### config.mk
export PLATFORM = sky130hd
export DESIGN_NAME = jk_bank_sched
export DESIGN_NICKNAME = d
export VERILOG_FILES = /design/src/rtl/jk_bank_sched_pkg.sv /design/src/rtl/jk_bank_sched_jk_cell.sv /design/src/rtl/jk_bank_sched.sv
export SDC_FILE = /design/constraint.sdc
export NUM_CORES = 1
export LEC_CHECK = 0
export ABC_AREA = 1
export CAP_MARGIN = 0
export CORE_ASPECT_RATIO = 0.75
export CORE_MARGIN = 2
export CORE_UTILIZATION = 45
export CTS_BUF_LIST = sky130_fd_sc_hd__clkbuf_4 sky130_fd_sc_hd__clkbuf_8 sky130_fd_sc_hd__clkbuf_16
export CTS_CLUSTER_DIAMETER = 200
export CTS_CLUSTER_SIZE = 25
export DETAILED_ROUTE_END_ITERATION = 7
export PLACE_DENSITY_LB_ADDON = 0.05
export SLEW_MARGIN = 20
export SYNTH_ARGS = -nofsm -noshare
export SYNTH_HDL_FRONTEND = slang
export SYNTH_SLANG_ARGS = --single-unit
### constraint.sdc
create_clock -name clk -period 1.6 [get_ports clk]
set_input_delay 0.32 -clock clk [delete_from_list [all_inputs] [get_ports clk]]
set_output_delay 0.32 -clock clk [all_outputs]
set_load 0.005 [all_outputs]
### src/rtl/jk_bank_sched_pkg.sv
// rtl/jk_bank_sched_pkg.sv - shared opcodes and FSM state encoding for jk_bank_sched
//
// Purpose: opcode constants decoded by the sequencer and the state type
//          used by its FSM.
// Ports:   none (package).
// Options: JKSCH_FIXED_PRIO_EN is consumed by jk_bank_sched, not here.
package jk_bank_sched_pkg;

   localparam logic [2:0] OP_HOLD = 3'd0;
   localparam logic [2:0] OP_SET  = 3'd1;
   localparam logic [2:0] OP_CLR  = 3'd2;
   localparam logic [2:0] OP_TGL  = 3'd3;
   localparam logic [2:0] OP_LOAD = 3'd4;
   localparam logic [2:0] OP_INC  = 3'd5;

   typedef enum logic [1:0] {
      ST_IDLE  = 2'd0,
      ST_APPLY = 2'd1,
      ST_DONE  = 2'd2
   } state_t;

endpackage

### src/rtl/jk_bank_sched_jk_cell.sv
// rtl/jk_bank_sched_jk_cell.sv - one JK storage bit built from a T flip-flop
//
// Purpose: single bank cell; JK inputs are converted to a toggle enable
//          T = (J & ~Q) | (K & Q), so J=K=1 toggles, J=1 sets, K=1 clears.
// Ports:   clk  - rising-edge clock
//          rst  - synchronous active-high clear (q -> 0)
//          j, k - JK inputs
//          q    - stored bit
module jk_cell (
   input  logic clk,
   input  logic rst,
   input  logic j,
   input  logic k,
   output logic q
);

   logic t;

   assign t = (j & ~q) | (k & q);

   always_ff @(posedge clk) begin
      if (rst) begin
         q <= 1'b0;
      end else begin
         q <= q ^ t;
      end
   end

endmodule

### src/rtl/jk_bank_sched.sv
// rtl/jk_bank_sched.sv - two-port command sequencer and arbiter for a JK flip-flop bank
//
// Purpose: arbitrates SET/CLR/TGL/LOAD/INC commands from two requesters,
//          drives per-bit J/K into a W-bit bank of jk_cell instances,
//          sequences INC bursts and returns a one-cycle ack per command.
// Ports:   clk, rst                    - clock, synchronous active-high reset
//          req0/cmd0/arg0/rep0 -> ack0 - requester 0 command and completion pulse
//          req1/cmd1/arg1/rep1 -> ack1 - requester 1 command and completion pulse
//          j, k                        - J/K vectors driven into the bank
//          q, qb                       - bank state and its complement
//          busy                        - FSM is not in IDLE
// Options: JKSCH_FIXED_PRIO_EN - requester 0 always wins simultaneous
//          requests and no round-robin pointer is kept.
module jk_bank_sched #(
   parameter int W  = 4,
   parameter int RW = 3
) (
   input  logic          clk,
   input  logic          rst,
   input  logic          req0,
   input  logic [2:0]    cmd0,
   input  logic [W-1:0]  arg0,
   input  logic [RW-1:0] rep0,
   output logic          ack0,
   input  logic          req1,
   input  logic [2:0]    cmd1,
   input  logic [W-1:0]  arg1,
   input  logic [RW-1:0] rep1,
   output logic          ack1,
   output logic [W-1:0]  j,
   output logic [W-1:0]  k,
   output logic [W-1:0]  q,
   output logic [W-1:0]  qb,
   output logic          busy
);

   import jk_bank_sched_pkg::*;

   state_t        state, state_nx;
   logic          win, win_nx;
   logic [2:0]    cmd_r, cmd_nx;
   logic [W-1:0]  arg_r, arg_nx;
   logic [RW-1:0] cnt, cnt_nx;
   logic          grant1;
   logic [2:0]    sel_cmd;
   logic [W-1:0]  inc_t;

   // Bit i toggles on increment when every lower bit is already one.
   assign inc_t[0] = 1'b1;
   for (genvar gi = 1; gi < W; gi++) begin : g_inc
      assign inc_t[gi] = &q[gi-1:0];
   end

`ifdef JKSCH_FIXED_PRIO_EN
   assign grant1 = ~req0;
`else
   logic rr, rr_nx;

   // Pointer only matters on a tie; a lone request always wins.
   assign grant1 = (req0 & req1) ? rr : req1;
`endif

   assign sel_cmd = grant1 ? cmd1 : cmd0;

   always_comb begin
      state_nx = state;
      win_nx   = win;
      cmd_nx   = cmd_r;
      arg_nx   = arg_r;
      cnt_nx   = cnt;
      j        = '0;
      k        = '0;
      ack0     = 1'b0;
      ack1     = 1'b0;
`ifndef JKSCH_FIXED_PRIO_EN
      rr_nx    = rr;
`endif
      case (state)
         ST_IDLE: begin
            if (req0 | req1) begin
               win_nx   = grant1;
               cmd_nx   = sel_cmd;
               arg_nx   = grant1 ? arg1 : arg0;
               cnt_nx   = (sel_cmd == OP_INC) ? (grant1 ? rep1 : rep0) : '0;
               state_nx = ST_APPLY;
            end
         end
         ST_APPLY: begin
            case (cmd_r)
               OP_SET:  begin j = arg_r;  k = '0;     end
               OP_CLR:  begin j = '0;     k = arg_r;  end
               OP_TGL:  begin j = arg_r;  k = arg_r;  end
               OP_LOAD: begin j = arg_r;  k = ~arg_r; end
               OP_INC:  begin j = inc_t;  k = inc_t;  end
               default: begin j = '0;     k = '0;     end
            endcase
            // cnt holds the remaining extra INC steps after this one.
            if (cmd_r == OP_INC && cnt != '0) begin
               cnt_nx = cnt - RW'(1);
            end else begin
               state_nx = ST_DONE;
            end
         end
         ST_DONE: begin
            ack0     = ~win;
            ack1     = win;
`ifndef JKSCH_FIXED_PRIO_EN
            rr_nx    = ~win;
`endif
            state_nx = ST_IDLE;
         end
         default: state_nx = ST_IDLE;
      endcase
   end

   always_ff @(posedge clk) begin
      if (rst) begin
         state <= ST_IDLE;
         win   <= 1'b0;
         cmd_r <= OP_HOLD;
         arg_r <= '0;
         cnt   <= '0;
`ifndef JKSCH_FIXED_PRIO_EN
         rr    <= 1'b0;
`endif
      end else begin
         state <= state_nx;
         win   <= win_nx;
         cmd_r <= cmd_nx;
         arg_r <= arg_nx;
         cnt   <= cnt_nx;
`ifndef JKSCH_FIXED_PRIO_EN
         rr    <= rr_nx;
`endif
      end
   end

   for (genvar gb = 0; gb < W; gb++) begin : g_bank
      jk_cell u_cell (
         .clk (clk),
         .rst (rst),
         .j   (j[gb]),
         .k   (k[gb]),
         .q   (q[gb])
      );
   end

   assign qb   = ~q;
   assign busy = (state != ST_IDLE);

endmodule

==> results summary <==
The flow ran to the end, but the final reports show violations. The checks that failed: negative setup slack. The CTS sink count came out at 18. The post-route total power came out at 1535 µW. In this run the worst path has a maximum fanout of 3. The total congestion overflow after global routing came out at 0. Entering global routing, the biggest net connects 11 pins. The global placement routability congestion is just under 0.9.

The initial antenna violation count came out at 0. The highest layer touched by signal routing is met4. The maximum clock rate is 544.3 MHz. The number of synthesis warnings came out at 0. The area of the die came out at 0.003315 mm². The critical path crosses 8 cells after its start point. The category of the most critical setup path is reg -> out. Before CTS, the worst setup slack after placement is -0.2658 ns. The detailed route wirelength on metal3 came out at 494 µm.

The cell count after placement came out at 295. Traced cell by cell, the critical path runs through buf_6, nand2_4, nor2_4, buf_6, buf_6, nand3_4, a31oi_4, buf_2. The arrival time reported for the critical path endpoint is 1.52 ns. The worst setup path is captured at a primary output. The post-detailed-routing wire length is 5405 µm.

The fill cell instance count of the final layout came out at 139. The headroom to the max-slew limit came out at about three quarters. The number of H-tree branching levels came out at 1. In the final routed layout, each cell accounts on average for 16.79 µm. The final standard cell utilization of the core is between 80% and 90%.

The number of remaining DRC errors came out at 0. The maximum vdd drop came out at approximately 650 µV. The worst register-to-register path begins at cmd_r[2]$_SDFFE_PP0P_. The clock-pin slew on the worst setup and hold paths came out at 0.07 ns.

The height of the die is 50.37 µm. The distinct cell type count after synthesis is 20. For flop-to-flop paths, the worst setup slack is -0.03 ns. The combined area of the multi-input logic cells is 805.8 µm². The data required time of the critical path is 1.28 ns.

The synthesized instance count came out at 206. The worst register-to-register path ends at g_bank[3].u_cell.q$_SDFF_PP0_. Summed over all nets, wire length on met2 after detailed routing comes to 2563 µm. In this run the power density over the cells is about 680 mW/mm². The number of buffers inserted during clock tree synthesis came out at 3. Input and output buffers added on the ports amount to 42. 0 antenna diodes ended up in the layout. Registers take 372.9 µm².

The count of standard-cell rows came out at 16. The critical path's top delay family is buffers and inverters. The worst min-delay path endpoint is rr$_SDFFE_PP0N_.

The HPWL after detailed placement is about 2800 µm. The effective utilization at floorplan came out at between 40% and 50%. The total via count after detailed routing came out at 1752. The number of buffers on the longest clock path came out at 2. TritonCTS built the clock tree. The hold-fix buffer count after cts is 0. The final layout net count is 314. The setup slack of the critical path after layout is -0.2373 ns. The clock latency on the worst-skew pair is ~0.26 ns.

The total global routing track utilization came out at 30.51%. The path class of the tightest hold or removal check is reg -> reg. In this design, the stage delay of the slowest critical-path cell is 0.35 ns. The post-route non-filler standard cell count is 322. The minimum clock period after layout came out at between 1.5 and 2 ns.

Dividing the final minimum period by the clock period gives 114.8%. The slew of the pin with the lowest slew margin came out at 0.3469 ns. The met1 wire length is 1921 µm. The average cell area after synthesis is 6.262 µm². By instance count, the cell type seen most on the critical path is buf_6.

Setup violations remaining at the end of the flow were counted as 9. The detailed-router iteration count before antenna repair came out at 4. The worst hold path was traced through 2 stages. The first global-routing pass estimated 7562 µm of wire. The sequential-to-total area share from yosys stat is between 20% and 30%.

The cell area that synthesis handed to floorplanning was 0.001290 mm². Summed over all cells, the static leakage comes to roughly 0.0011 µW. The register bit total from synthesis is 18. The iteration-0 DRC count of the detailed router is 91. The number of pins exceeding their max-slew limit in the final report came out at 0. The worst reg-to-reg path cell count came out at 12.

The launch point of the worst hold path is rr$_SDFFE_PP0N_. The buffer and inverter count on the worst path is 4. The total count of hold-check failures in the final report is 0.

The tool flagged a number of max-cap violations equal to 0. The critical path startpoint category is a flip-flop. In this run the remaining antenna-violating nets after routing total 0. The synthesized net count came out at 233. The cell sitting at the root of the clock tree is a clkbuf_8. The final clock skew came out at 0.001251 ns. The slowest stage of the critical path belongs to the cell dfxtp_2. Cells with a size suffix above 1 make up 38.11% of the layout. The x dimension of the die is 65.83 µm. Setup repair after global routing could not meet its margin everywhere. The number of global-route vias before repair is 1690. The layout overhead on the synthesized area is 73.91%. The area of the core region came out at 0.002663 mm².

After detailed routing, the number of vias per cell comes to approximately 5.4. 43 I/O pins were placed.
-- layout by cell type, fill, tap and decap left out, drive strengths merged --
cell           count
nand2             46
clkdlybuf4s50     28
o21ai             13
dlymetal6s2s       3
inv               39
nor2              37
a31oi              2
ha                 3
clkbuf             4
buf               58
a211oi             1
nand3             17
clkdlybuf4s15      1
dfxtp             18
a21oi             14
dlygate4sd2        2
-- power breakdown --
part	internal [µW]	leakage [µW]	switching (µW)
clock	219	0.0000288	166
combinational	296	0.000918	326
sequential	489	0.000151	38.8
total	1000	0.00110	531
-- synth_stat cells --
cell / count / area share (%)
a21oi_1: 13 / 5.0
buf_6: 2 / 1.7
a211oi_1: 1 / 0.58
a21oi_2: 1 / 0.68
o21ai_1: 1 / 0.39
nand2_2: 6 / 2.9
o21ai_4: 1 / 1.3
buf_4: 13 / 7.6
inv_1: 36 / 10
ha_1: 3 / 2.9
buf_1: 1 / 0.29
inv_2: 2 / 0.58
nor2_4: 5 / 4.4
inv_4: 1 / 0.49
a31oi_1: 2 / 0.97
nand2_1: 40 / 12
nand3_1: 17 / 6.6
dfxtp_1: 18 / 28
o21ai_0: 11 / 4.3
nor2_1: 32 / 9.3
-- flip-flops by register name, indices dropped and copies added, names as in the netlist --
name / flops
arg_r: 4
rr: 1
cnt: 3
g_bank.u_cell.q: 4
win: 1
state: 2
cmd_r: 3
-- worst max path at each step --
stage	end	start	slack, ns
3_5_place_dp	k[3]	cmd_r[2]$_SDFFE_PP0P_	-0.27
4_1_cts	j[3]	cmd_r[2]$_SDFFE_PP0P_	-0.16
5_1_grt	k[3]	cmd_r[2]$_SDFFE_PP0P_	-0.25
3_3_place_gp	k[2]	cmd_r[2]$_SDFFE_PP0P_	-0.23
6_report	k[3]	cmd_r[2]$_SDFFE_PP0P_	-0.24
2_1_floorplan	k[2]	cmd_r[2]$_SDFFE_PP0P_	0.13
-- tightest hold or removal path, delay by kind of cell, from the launching register on --
kind | cells | cell delay [ns]
flip-flops | 1 | 0.30
AO/OA/AOI/OAI | 1 | 0.07
buffers and inverters | 1 | 0.07
-- metal layers --
metal | GRT usage (%) | vias to the layer above
li1 | - | 780
met1 | 33.33 | 806
met3 | 7.623 | 50
met5 | 0 | -
met2 | 55.39 | 116
met4 | 13.54 | 0
-- cells by family (layout without fill, tap and decap cells) --
logic type	after synthesis	after routing	synth area share (%)
compound gates	30	30	13.19
fa+ha+maj	3	3	2.910
buf+inv	55	135	21.14
flops	18	18	27.93
simple gates	100	100	34.82
-- layout make-up --
class | count | area share, %
timing repair buffer | 92 | 36.14
multi-input combinational | 133 | 35.92
sequential | 18 | 16.62
inverter | 39 | 6.860
clock buffer | 4 | 2.454
tap | 36 | 2.008
-- what timing repair did --
item                       CTS  global route
setup endpoints to repair   11            17
pin swaps                   16             8
setup buffers               17             7
cloned                       0             0
gates resized for setup     82            13
-- stage by stage --
stage	setup TNS [ns]	area [µm²]	hold WS, ns
2_1_floorplan	0	1290	0.4459
3_3_place_gp	-1.595	1847	0.4608
3_5_place_dp	-2.241	1847	0.4710
4_1_cts	-0.7544	2148	0.5004
5_1_grt	-1.719	2243	0.5294
6_report	-1.389	2243	0.4889
No activity file was read; power rests on OpenSTA's default activity.
